### config.mk
export PLATFORM = sky130hd
export DESIGN_NAME = accum_datapath
export DESIGN_NICKNAME = d
export VERILOG_FILES = /design/src/rtl/accum_datapath.sv
export SDC_FILE = /design/constraint.sdc
export NUM_CORES = 1
export LEC_CHECK = 0
export BUFFER_PORTS_ARGS = -buffer_cell sky130_fd_sc_hd__buf_2
export CORE_ASPECT_RATIO = 1.1
export CORE_MARGIN = 2
export CORE_UTILIZATION = 45
export CTS_CLUSTER_SIZE = 40
export DETAILED_ROUTE_END_ITERATION = 8
export GPL_TIMING_DRIVEN = 0
export PLACE_DENSITY = 0.64
export REMOVE_ABC_BUFFERS = 1
export SLEW_MARGIN = 5
export SYNTH_ARGS = -nofsm -noshare
export SYNTH_HDL_FRONTEND = slang
export SYNTH_SLANG_ARGS = --single-unit
### constraint.sdc
create_clock -name clk -period 3.3 [get_ports clk]
set_input_delay 0.66 -clock clk [delete_from_list [all_inputs] [get_ports clk]]
set_output_delay 0.66 -clock clk [all_outputs]
set_load 0.05 [all_outputs]
### src/rtl/accum_datapath.sv
// Accumulator-CPU execution datapath: PC, IR, register file, accumulator, ALU and flag.
// Optional build macro REG0_ZERO_EN: register 0 is hardwired to zero.
module accum_datapath #(
  parameter int DATA_W = 8,
  parameter int PC_W   = 8,
  parameter int NREGS  = 16
) (
  input  logic              clk,
  input  logic              reset,
  input  logic              LoadIR,
  input  logic              IncPC,
  input  logic              SelPC,
  input  logic              LoadPC,
  input  logic              LoadReg,
  input  logic              DumpReg,
  input  logic              LoadAcc,
  input  logic              DumpAcc,
  input  logic              SelAcc0,
  input  logic              SelAcc1,
  input  logic [3:0]        SelALU,
  input  logic [3:0]        RegNumber,
  input  logic [7:0]        imem_data,
  output logic [PC_W-1:0]   imem_addr,
  output logic [7:0]        Opcode,
  output logic              Zero_Carry,
  output logic [DATA_W-1:0] acc_out
);

  typedef enum logic [3:0] {
    ALU_ADD = 4'b0000,
    ALU_SUB = 4'b0001,
    ALU_NOR = 4'b1000,
    ALU_SHR = 4'b1100,
    ALU_SHL = 4'b1101
  } alu_op_e;

  logic [PC_W-1:0]   pc;
  logic [7:0]        ir;
  logic [DATA_W-1:0] acc;
  logic              f;
  logic [DATA_W-1:0] regs [NREGS];

  logic [DATA_W-1:0] imm_d;
  logic [PC_W-1:0]   imm_pc;
  logic [DATA_W-1:0] rd_data;
  logic [DATA_W-1:0] alu_a, alu_b, alu_r;
  logic              alu_c;
  logic [DATA_W-1:0] acc_next;
  logic              reg_we;
  logic [DATA_W-1:0] reg_wdata;

  assign imm_d  = DATA_W'(ir[3:0]);
  assign imm_pc = PC_W'(ir[3:0]);

  always_comb begin
    rd_data = regs[RegNumber];
`ifdef REG0_ZERO_EN
    if (RegNumber == '0) rd_data = '0;
`endif
  end

  assign alu_a = acc;
  assign alu_b = DumpReg ? rd_data : '0;

  always_comb begin
    alu_r = alu_a;
    alu_c = 1'b0;
    case (SelALU)
      ALU_ADD: {alu_c, alu_r} = {1'b0, alu_a} + {1'b0, alu_b};
      ALU_SUB: begin
        alu_r = alu_a - alu_b;
        alu_c = (alu_a < alu_b);
      end
      ALU_NOR: alu_r = ~(alu_a | alu_b);
      ALU_SHR: begin
        alu_r = alu_a >> 1;
        alu_c = alu_a[0];
      end
      ALU_SHL: begin
        alu_r = alu_a << 1;
        alu_c = alu_a[DATA_W-1];
      end
      default: begin
        alu_r = alu_a;
        alu_c = 1'b0;
      end
    endcase
  end

  always_comb begin
    case ({SelAcc1, SelAcc0})
      2'b00:   acc_next = imm_d;
      2'b01:   acc_next = rd_data;
      default: acc_next = alu_r;
    endcase
  end

  // DumpAcc takes the pre-update acc, so a same-cycle LoadAcc swaps cleanly.
  always_comb begin
    reg_wdata = DumpAcc ? acc : imm_d;
    reg_we    = DumpAcc | LoadReg;
`ifdef REG0_ZERO_EN
    if (RegNumber == '0) reg_we = 1'b0;
`endif
  end

  always_ff @(posedge clk) begin
    if (reset) begin
      pc  <= '0;
      ir  <= '0;
      acc <= '0;
      f   <= 1'b0;
      for (int unsigned i = 0; i < NREGS; i++) regs[i] <= '0;
    end else begin
      if (LoadPC)
        pc <= SelPC ? imm_pc : PC_W'(rd_data);
      else if (IncPC)
        pc <= pc + 1'b1;
      if (LoadIR) ir <= imem_data;
      if (LoadAcc) begin
        acc <= acc_next;
        if (SelAcc1) f <= alu_c;
      end
      if (reg_we) regs[RegNumber] <= reg_wdata;
    end
  end

  assign imem_addr  = pc;
  assign Opcode     = ir;
  assign Zero_Carry = f;
  assign acc_out    = acc;

endmodule
# After elaboration in Yosys (flattened, before gate mapping)
# Memories as Yosys holds them, arrays and structs flattened.
# Cells that the tools add are included.
# totals
output_inout_bits	25
ramBits	128
mem_count	1
wordCells	40
reg_bits	25
inputBits	28
# mem_list
memory	depth	width	rd	rd_clocked_by_memory_dff	wr	line	source
regs	16	8	1	0	16	41	logic [DATA_W-1:0] regs [NREGS];
# op_classes
eq_ne	5
n_bitwise	3
addsub	3
magnitude_cmp	1
n_mux	16
n_reduce_logical	7
# op_table
cell	count
$mux W8	6
$pmux W8 S5	1
$pmux W8 S2	1
$eq A4 B4 Y1 const B	3
$add A8 B8 Y9	1
$add A8 B1 Y8 const B	1
$lt A8 B8 Y1	1
$not A8 Y8	1
$or A8 B8 Y8	1
$reduce_or A8 Y1	1
$sub A8 B8 Y8	1
$reduce_bool A7 Y1	1
$mux W1	6
$eq A4 B1 Y1 const B	1
$logic_not A4 Y1	1
$mux W4	1
$pmux W1 S4	1
$reduce_and A2 Y1	2
$eq A2 B1 Y1 const B	1
$logic_not A2 Y1	1
$reduce_bool A2 Y1	1
$or A1 B1 Y1	1

# Logic depth before layout (Yosys ltp)
# Gate-level depths: netlist of the first run.
# logic_depth
ltp_word	6
depth_mapped	16
mapped_depth_nobuf	14

# Worst setup path before layout of the first run
# OpenSTA, ideal clock, no wires.
# synth_path
path_kind	input to register
startpoint	in RegNumber[1]
endpoint	reg acc[1], in the netlist acc_out[1]
setup_ps	134
path_buffers	2
t_arrival_ps	3459
slack_ps	-292
cell_stages	15
required_time_ps	3166
cell_sequence	buf_2 -> buf_4 -> mux4_2 -> nor2b_1 -> a211oi_1 -> a31oi_1 -> and2_1 -> ha_1 -> inv_1 -> fa_1 -> or3_1 -> a211oi_1 -> o21ai_1 -> a211oi_1 -> a211oi_1
# synth_via
elab_chain_cells	6
word_cells_on_any_way	8
cone_classes	add/sub: 2; mux: 3; bitwise: 2; memory: 1
# synth_rtl
item	line	source
start: declaration	21	input logic [3:0] RegNumber,
$mem_v2 Z16 W8 (*)	n/a	
parallel branches: the longest is 4 deep, another holds $sub A8 B8 Y8	n/a	
$pmux W8 S2 (*)	91	case ({SelAcc1, SelAcc0})
end signal: assignment	121	acc <= acc_next;
end: declaration	39	logic [DATA_W-1:0] acc;
# Every way passes the cells marked *.
# A chain may end at the register's enable or synchronous reset.

# Final worst setup path of the first run
# layout_path
startpoint	in RegNumber[3]
endpoint	reg acc[1], in the netlist acc_out[1]
# The elaborated chain is that of the path after synthesis.

==> impl_metrics.json, run 1 <==
{
  "fin_worst_skew_ns": 0.0118,
  "synth_top_area_cell": "edfxtp_1",
  "synth-warning-count": 0,
  "row_count": 51,
  "grt_busiest_layer": "met2",
  "vdd_drop_max_v": 0.000362,
  "clkLatencyLatePin_ns": 0.42,
  "synth_common_cells": "nor2_1 (169), edfxtp_1 (128), nand2_1 (47), mux4_2 (32)",
  "nNetsFinal": 825,
  "yosysMostFrequentCell": "nor2_1",
  "synthArstFlopShare_pct": 0,
  "use_met1_pct": 27.1,
  "numCtsBuffers": 17,
  "tns_ns": 0,
  "grt_pass1_wl_mm": 32.9,
  "postLayoutCellArea_mm2": 0.00962,
  "pin_count": 53,
  "worst_pin_slew_ns": 0.879,
  "min_period_over_period_pct": 97.6,
  "vias": 5942,
  "core_mm2": 0.0177,
  "layout-drive-gt1-share_pct": 24.6,
  "cts_root_buf": "clkbuf_16",
  "clkSlewWorstSetupHoldPaths_ns": 0.06,
  "synthesis.area_mm2": 0.00817,
  "drc": 0,
  "ant_nets": 0,
  "r2r_cells": 12,
  "fp.dieArea_mm2": 0.0193,
  "status": "complete, no violations",
  "min_path_type": "in -> reg",
  "grtUsageMet2_pct": 39.6,
  "cts_num_sinks": 153,
  "synth_seq_cells": 153,
  "placed_cell_area_mm2": 0.00858,
  "drv_cap": 0,
  "final-instance-count-excl-fill": 1021,
  "synth_cell_types": 72,
  "hpwlAfterDp_mm": 15.0,
  "grt_max_degree": 46,
  "end_kind": "flop",
  "grt_use_met3_pct": 4.04,
  "syn_to_final_growth_pct": 17.7,
  "grt_overflow": 0,
  "worstSetupEndpoint": "acc_out[1]",
  "synth-edff-count": 128,
  "place_inst": 969,
  "power_density_mw_per_mm2": 504,
  "postCtsHoldBufs": 0,
  "cts_tree": "built",
  "grt_setup_unrepaired": "yes",
  "avgSynthCellArea_um2": 11.4,
  "syn_inst": 717,
  "wl_per_cell_um": 21.5,
  "startpoint_type": "input pin",
  "slew_violations": 0,
  "gp_congestion": 0.863,
  "slew_headroom_pct": 41.4,
  "io_buffers": 52,
  "r2r_end": "acc_out[1]",
  "required_ns": 3.56,
  "min_from": "imem_data[5]",
  "drt_iter0_markers": 573,
  "fmax_mhz": 310,
  "grt_pass1_vias": 5886,
  "fp.dieH_um": 145,
  "dr.pass1.iters": 5,
  "r2r-start": "regs[9][0]",
  "setup_viol": 0,
  "die_w_um": 132,
  "insertedDiodeCount": 0,
  "crit_fanout": 9,
  "holdPathStages": 3,
  "cp-startpoint": "RegNumber[3]",
  "synth_area_leaders": "edfxtp_1 (47%), mux4_2 (8.8%), nor2_1 (7.8%), dfxtp_1 (6.1%), ha_1 (3.8%)",
  "initial_core_util_pct": 46.1,
  "crit_arrival_ns": 3.48,
  "viasPerCell": 5.82,
  "cts_buffer_depth": 2,
  "finalHoldViolCount": 0,
  "power.leakage_nw": 3.61,
  "r2r_setup_slack_ns": 0.08,
  "path_class": "in -> reg",
  "synth_seq_area_share_pct": 53.2,
  "synth_top_area_share_pct": 47.0,
  "htree_levels": 4,
  "routed_wl_mm": 22.0,
  "synthFlopType": "edfxtp_1",
  "antenna_found_initial": 0,
  "min_period_ns": 3.22,
  "grt_util_all_layers_pct": 22.7
}
## cell type report
| cell class | count | area, µm² |
|---|---|---|
| Clock inverter | 8 | 42.5 |
| Inverter | 26 | 97.6 |
| Fill cell | 1574 | 8120 |
| Timing Repair Buffer | 76 | 618 |
| Sequential cell | 153 | 4340 |
| Tap cell | 238 | 298 |
| Multi-Input combinational cell | 496 | 3720 |
| Clock buffer | 24 | 500 |
## state kept, by name, summed over array words and instances (netlist names)
signal	count
regs	128
Opcode	8
acc_out	8
imem_addr	8
Zero_Carry	1
## worst min-delay path by stage
stage                       to  slack (ns)
floorplan           acc_out[2]        0.73
global placement     Opcode[6]        0.47
detailed placement   Opcode[5]        0.50
CTS                  Opcode[5]        0.48
global route         Opcode[4]        0.50
finish               Opcode[5]        0.49
## layout by cell type, fill, tap and decap left out, types with 4 or more instances in the layout
cell / netlist / routed
mux4_2: 32 / 32
a21oi_2: 1 / 4
and3_1: 4 / 4
nor2b_1: 14 / 13
dfxtp_1: 25 / 25
mux2_2: 5 / 5
o21ai_0: 6 / 6
buf_4: 3 / 16
xnor2_1: 5 / 5
a211oi_1: 12 / 7
nand3_1: 4 / 4
buf_6: 2 / 4
clkbuf_16: 0 / 19
mux2i_1: 19 / 15
nand2_1: 47 / 45
nor3_1: 9 / 9
inv_2: 3 / 4
buf_2: 11 / 48
mux2i_2: 0 / 4
nand4_1: 4 / 4
inv_1: 23 / 22
xor2_1: 9 / 9
a21oi_1: 24 / 21
o21ai_1: 6 / 4
nand2b_1: 24 / 24
a22oi_1: 5 / 4
a211oi_2: 1 / 5
nor2_1: 169 / 169
edfxtp_1: 128 / 128
clkinv_2: 0 / 6
ha_1: 25 / 23
## repair_timing
item / CTS / global route
endpoints found under the hold margin: 0 / 0
setup buffers: 2 / 15
cloned: 2 / 1
gates resized for setup: 38 / 19
endpoints found under the setup margin: 9 / 5
pin swaps: 11 / 7
## metrics by stage
step                power (W)  hold WS, ns  worst slack (ns)  util [%]
CTS                   0.00480        0.480           0.00969      52.9
floorplan             0.00271        0.729            -0.136         -
global route          0.00499        0.496           -0.0170      54.2
finish                0.00485        0.486            0.0784      54.2
detailed placement    0.00297        0.497             -1.51      48.3
global placement      0.00294        0.470             -1.46      48.0
## routing by layer
metal	share of wire, %	vias up	wire (µm)
met5	0	-	0
met4	4.0	0	889
met3	7.3	54	1610
met2	52	302	11300
met1	37	2887	8160
li1	-	2699	-
## worst max-delay path, stage by stage
cell      delay, ns
buf_16         0.11
mux4_2         0.57
a211oi_4       0.30
a31oi_2        0.09
and2_4         0.18
ha_2           0.19
inv_2          0.05
fa_1           0.39
or3_1          0.33
a211oi_2       0.24
o21ai_2        0.10
a211oi_2       0.20
a211oi_1       0.07
## cell families after synthesis
group / count (synthesis) / synth area share, %
simple gates: 299 / 16.4
buf+inv: 68 / 3.81
fa+ha+maj: 27 / 4.32
mux: 58 / 12.3
compound gates: 98 / 8.56
xor+xnor: 14 / 1.50
flops: 153 / 53.2
## power by group
| part | switching [W] | internal (W) | total, W | leakage [nW] |
|---|---|---|---|---|
| Sequential | 0.0000548 | 0.00217 | 0.00223 | 1.53 |
| Clock | 0.000750 | 0.00106 | 0.00181 | 0.280 |
| Combinational | 0.000495 | 0.000318 | 0.000813 | 1.80 |
No activity file was read; power rests on OpenSTA's default activity.
==> run 2: changes to the inputs <==
--- a/config.mk
+++ b/config.mk
@@ -13,6 +13,7 @@
 export DETAILED_ROUTE_END_ITERATION = 8
 export GPL_TIMING_DRIVEN = 0
 export PLACE_DENSITY = 0.64
+export RECOVER_POWER = 50
 export REMOVE_ABC_BUFFERS = 1
 export SLEW_MARGIN = 5
 export SYNTH_ARGS = -nofsm -noshare
==> run 2 against run 1 <==
Effect of this change:
- sequential share of layout area rose by 0.065 points
- sequential power is essentially flat
- final cell count stayed put
- core utilization shrank 0.078 points
- highest routed layer unchanged
- flip-flop and latch count did not move
- cell area shrank 0.14%
- worst hold slack got worse by 0.0014 ns
- fmax about the same
- register-to-register slack about the same
- clock power hardly changed
- first-iteration DRC count is 4.4% higher
==> impl_metrics.json, run 2 (same netlist as run 1, synthesis figures left out) <==
{
  "htree_levels": 4,
  "min_period_ns": 3.22,
  "power.leakage_nw": 3.57,
  "numCtsBuffers": 17,
  "row_count": 51,
  "fin_worst_skew_ns": 0.00926,
  "startpoint_type": "input pin",
  "finalHoldViolCount": 0,
  "wl_per_cell_um": 21.5,
  "regMostFlops": "regs",
  "largest_reg_flops": 128,
  "cts_buffer_depth": 2,
  "grt_pass1_vias": 5886,
  "r2r_setup_slack_ns": 0.08,
  "setup_viol": 0,
  "viasPerCell": 5.82,
  "clkLatencyLatePin_ns": 0.42,
  "die_w_um": 132,
  "holdWs_ns": 0.484,
  "mostFrequentLayoutCells": "nor2_1 (169), edfxtp_1 (128), nand2_1 (45)",
  "grt_util_all_layers_pct": 22.7,
  "crit_arrival_ns": 3.49,
  "crit_fanout": 15,
  "drv_cap": 0,
  "status": "complete, no violations",
  "cts_tree": "built",
  "power_density_mw_per_mm2": 505,
  "layout_commonest_cell": "nor2_1",
  "io_buffers": 52,
  "hpwlAfterDp_mm": 15.0,
  "placed_cell_area_mm2": 0.00858,
  "postLayoutCellArea_mm2": 0.00961,
  "min_path_type": "in -> reg",
  "vias": 5942,
  "antenna_found_initial": 0,
  "routed_wl_mm": 22.0,
  "path_class": "in -> reg",
  "clkSlewWorstSetupHoldPaths_ns": 0.06,
  "grt_max_degree": 46,
  "nNetsFinal": 825,
  "drt_iter0_markers": 598,
  "fmax_mhz": 310,
  "worst_pin_slew_ns": 0.890,
  "gp_congestion": 0.863,
  "end_kind": "flop",
  "grt_pass1_wl_mm": 32.9,
  "slew_violations": 0,
  "pin_count": 53,
  "grt_setup_unrepaired": "yes",
  "layout-drive-gt1-share_pct": 23.2,
  "required_ns": 3.57,
  "fp.dieH_um": 145,
  "insertedDiodeCount": 0,
  "cts_root_buf": "clkbuf_16",
  "ant_nets": 0,
  "fp.dieArea_mm2": 0.0193,
  "initial_core_util_pct": 46.1,
  "grt_overflow": 0,
  "core_mm2": 0.0177,
  "dr.pass1.iters": 5,
  "slew_headroom_pct": 40.7,
  "vdd_drop_max_v": 0.000358,
  "syn_to_final_growth_pct": 17.6,
  "cts_num_sinks": 153,
  "min_period_over_period_pct": 97.7,
  "drc": 0
}
-- run 2: cell types whose count changed in the layout (fill, tap and decap cells not counted) --
cell      delta
clkbuf_1    +11
buf_2       -11
-- run 2: stage by stage --
| stage | setup TNS, ns | power (W) | util [%] | std cells | worst slack [ns] |
|---|---|---|---|---|---|
| floorplan | -0.179 | 0.00271 | - | 675 | -0.136 |
| global placement | -10.03 | 0.00294 | 48.0 | 965 | -1.46 |
| detailed placement | -10.36 | 0.00297 | 48.3 | 969 | -1.51 |
| CTS | 0 | 0.00480 | 52.9 | 1005 | 0.00969 |
| global route | -0.0170 | 0.00499 | 54.2 | 1021 | -0.0170 |
| finish | 0 | 0.00485 | 54.2 | 1021 | 0.0753 |
-- run 2: layout make-up --
| type | count | area, µm² |
|---|---|---|
| Timing Repair Buffer | 76 | 604 |
| Inverter | 26 | 97.6 |
| Clock buffer | 24 | 500 |
| Clock inverter | 8 | 42.5 |
| Fill cell | 1578 | 8130 |
| Sequential cell | 153 | 4340 |
| Tap cell | 238 | 298 |
| Multi-Input combinational cell | 496 | 3720 |
-- run 2: power by group --
part | switching [W] | internal (W) | leakage (nW) | total [W]
Combinational | 0.000496 | 0.000316 | 1.75 | 0.000812
Sequential | 0.0000550 | 0.00217 | 1.53 | 0.00223
Clock | 0.000755 | 0.00106 | 0.280 | 0.00181
-- run 2: path summary, 6_finish.rpt --
path | endpoint | from | cells past startpoint
worst max-delay path | acc_out[7] | RegNumber[0] | 12
worst min register to register | Opcode[5] | Opcode[5] | 2
worst min-delay path | Opcode[5] | imem_data[5] | 3
worst max register to register | acc_out[1] | regs[9][0] | 12
-- run 2: routing by layer --
metal	wire, µm	GRT usage (%)
met1	8420	27.1
met2	11300	39.6
met3	1350	4.04
met4	935	11.2
met5	0	0
-- run 2: critical path, cell delays in order --
cell      delay [ns]
buf_16          0.14
mux4_2          0.54
mux2_4          0.31
mux2i_4         0.16
or2_4           0.17
ha_1            0.22
or2_1           0.25
a221oi_4        0.33
o22ai_2         0.15
xor2_1          0.17
a221oi_2        0.26
o22ai_1         0.11
-- run 2: timing repair --
item / 4_1_cts / 5_1_grt
hold buffers: 0 / 0
cloned: 2 / 1
pin swaps: 11 / 7
buffers inserted: 2 / 15
endpoints found under the setup margin: 9 / 5
resized for setup: 38 / 19
==> run 3: changes to the inputs <==
--- a/config.mk
+++ b/config.mk
@@ -12,7 +12,7 @@
 export CTS_CLUSTER_SIZE = 40
 export DETAILED_ROUTE_END_ITERATION = 8
 export GPL_TIMING_DRIVEN = 0
-export PLACE_DENSITY = 0.64
+export PLACE_DENSITY = 0.63
 export RECOVER_POWER = 50
 export REMOVE_ABC_BUFFERS = 1
 export SLEW_MARGIN = 5
==> run 3 against run 2 <==
Effect of this change:
- power increased by 5.6%
- clock power increased by 17%
- clock skew about the same
- largest power group unchanged
- fmax decreased by 1.0%
- critical endpoint unchanged
- core utilization decreased by 0.15 points
- setup slack got worse by 0.033 ns
==> impl_metrics.json, run 3 (same netlist as run 1, synthesis figures left out) <==
{
  "layout-drive-gt1-share_pct": 20.2,
  "regMostFlops": "regs",
  "grt_overflow": 0,
  "drc": 0,
  "antenna_found_initial": 0,
  "crit_fanout": 14,
  "required_ns": 3.58,
  "core_mm2": 0.0177,
  "worst_pin_slew_ns": 0.953,
  "dr.pass1.iters": 6,
  "path_class": "in -> reg",
  "maxUsedRoutingLayer": "met4",
  "htree_levels": 4,
  "pwr-share-comb_pct": 15.3,
  "cts_buffer_depth": 2,
  "min_period_ns": 3.26,
  "hpwlAfterDp_mm": 14.8,
  "grt_util_all_layers_pct": 22.6,
  "dr_wl_met2_mm": 11.3,
  "path_delay_family": "compound AO/OA/AOI/OAI gates",
  "row_count": 51,
  "nNetsFinal": 819,
  "power.leakage_nw": 3.49,
  "clkSlewWorstSetupHoldPaths_ns": 0.06,
  "pwr-share-clk_pct": 41.3,
  "vias": 5888,
  "r2r_setup_slack_ns": 0.10,
  "power_density_mw_per_mm2": 535,
  "p_total_w": 0.00512,
  "routed_wl_mm": 21.8,
  "clkLatencyLatePin_ns": 0.43,
  "numCtsBuffers": 17,
  "slew_violations": 0,
  "crit_arrival_ns": 3.54,
  "insertedDiodeCount": 0,
  "slowest_delay_ns": 0.48,
  "cts_root_buf": "clkbuf_16",
  "io_buffers": 52,
  "die_w_um": 132,
  "mostFrequentLayoutCells": "nor2_1 (169), edfxtp_1 (128), nand2_1 (46)",
  "cts_tree": "built",
  "p_int_w": 0.00375,
  "pin_count": 53,
  "slowest_stage": "mux4_2",
  "fmax_mhz": 307,
  "pwr-share-seq_pct": 43.5,
  "r2r_cells": 11,
  "min_period_over_period_pct": 98.7,
  "fp.dieH_um": 145,
  "tns_ns": 0,
  "grt_max_degree": 46,
  "crit_top_cell": "nand2_1",
  "fp.dieArea_mm2": 0.0193,
  "grt_pass1_vias": 5928,
  "drt_iter0_markers": 452,
  "syn_to_final_growth_pct": 17.3,
  "layout_commonest_cell": "nor2_1",
  "nFillCells": 1584,
  "fin_worst_skew_ns": 0.00877,
  "cp-startpoint": "RegNumber[0]",
  "startpoint_type": "input pin",
  "end_kind": "flop",
  "finalHoldViolCount": 0,
  "slew_headroom_pct": 35.2,
  "drv_cap": 0,
  "cts_num_sinks": 153,
  "initial_core_util_pct": 46.1,
  "worstSetupEndpoint": "acc_out[7]",
  "grt_pass1_wl_mm": 32.9,
  "p_sw_share_pct": 26.8,
  "path_buf_inv": 3,
  "power_switching_w": 0.00137,
  "ant_nets": 0,
  "met3RoutedLength_mm": 1.26,
  "viasPerCell": 5.80,
  "crit_chain": "buf_16, buf_4, mux4_2, a22oi_1, nand2_1, nand2_1, inv_1, ha_1, or3_1, a31oi_2, o21bai_1, xor2_1, a221oi_2, o22ai_1",
  "vdd_drop_max_v": 0.000433,
  "cp.depth": 14,
  "wl_met1_mm": 8.62,
  "wl_per_cell_um": 21.5,
  "largest_reg_flops": 128,
  "r2r-start": "regs[3][1]",
  "status": "complete, no violations",
  "gp_congestion": 0.870,
  "setup_viol": 0,
  "r2r_end": "acc_out[7]",
  "min_path_type": "in -> reg"
}
## run 3: cell types whose count changed in the layout (fill, tap and decap cells not counted), sizes merged
cell	before	now
bufinv	0	4
clkinvlp	0	2
buf	62	42
clkinv	6	3
inv	28	32
clkbuf	36	43
## run 3: cell type report
cell class	instances	area, µm²	area share, %
sequential	153	4340	45.3
inverter	26	97.6	1.02
tap	238	298	3.11
multi-input combinational	496	3680	38.4
clock buffer	17	425	4.44
timing repair buffer	70	526	5.48
clock inverter	15	213	2.22
## run 3: timing repair
action                                  in CTS  in global routing
pin swaps                                    8                 13
resized for setup                           36                 14
hold buffers                                 0                  0
buffers inserted                             1                 11
endpoints found under the setup margin       9                  4
cloned                                       2                  1
## run 3: metrics by stage
stage          cells  setup WS, ns  util, %  hold slack (ns)  cell area, µm²
2_1_floorplan    675        -0.136        -            0.729            7960
3_3_place_gp     965         -1.50     48.0            0.471            8520
3_5_place_dp     968         -1.51     48.3            0.495            8570
4_1_cts         1003       0.00489     53.2            0.464            9450
5_1_grt         1015       -0.0331     54.0            0.481            9580
6_report        1015        0.0419     54.0            0.467            9580
## run 3: routing by layer
metal | vias up | track usage [%]
met2 | 241 | 39.1
li1 | 2699 | -
met1 | 2907 | 27.6
met3 | 41 | 3.48
met4 | 0 | 11.3
met5 | - | 0
## run 3: how the worst min path moves through the flow
stage / startpoint / endpoint / slack [ns] / cells after the start
CTS: imem_data[5] / Opcode[5] / 0.46 / 3
floorplan: reset / acc_out[2] / 0.73 / 1
finish: imem_data[5] / Opcode[5] / 0.47 / 3
global placement: Opcode[6] / Opcode[6] / 0.47 / 2
global route: imem_data[1] / Opcode[1] / 0.48 / 3
detailed placement: Opcode[5] / Opcode[5] / 0.50 / 2
## run 3: power by group through the flow
stage / clock network (W) / logic, W / registers (W)
after CTS: 0.00212 / 0.000753 / 0.00223
final: 0.00211 / 0.000783 / 0.00223
after global routing: 0.00220 / 0.000836 / 0.00224
after floorplan: 0 / 0.000394 / 0.00232
after global placement: 0 / 0.000679 / 0.00226
after detailed placement: 0 / 0.000699 / 0.00227
## run 3: worst min-delay path: cells and delay by family
kind | cells | cell delay, ns
buf+inv | 1 | 0.07
mux | 1 | 0.06
simple gates | 1 | 0.07
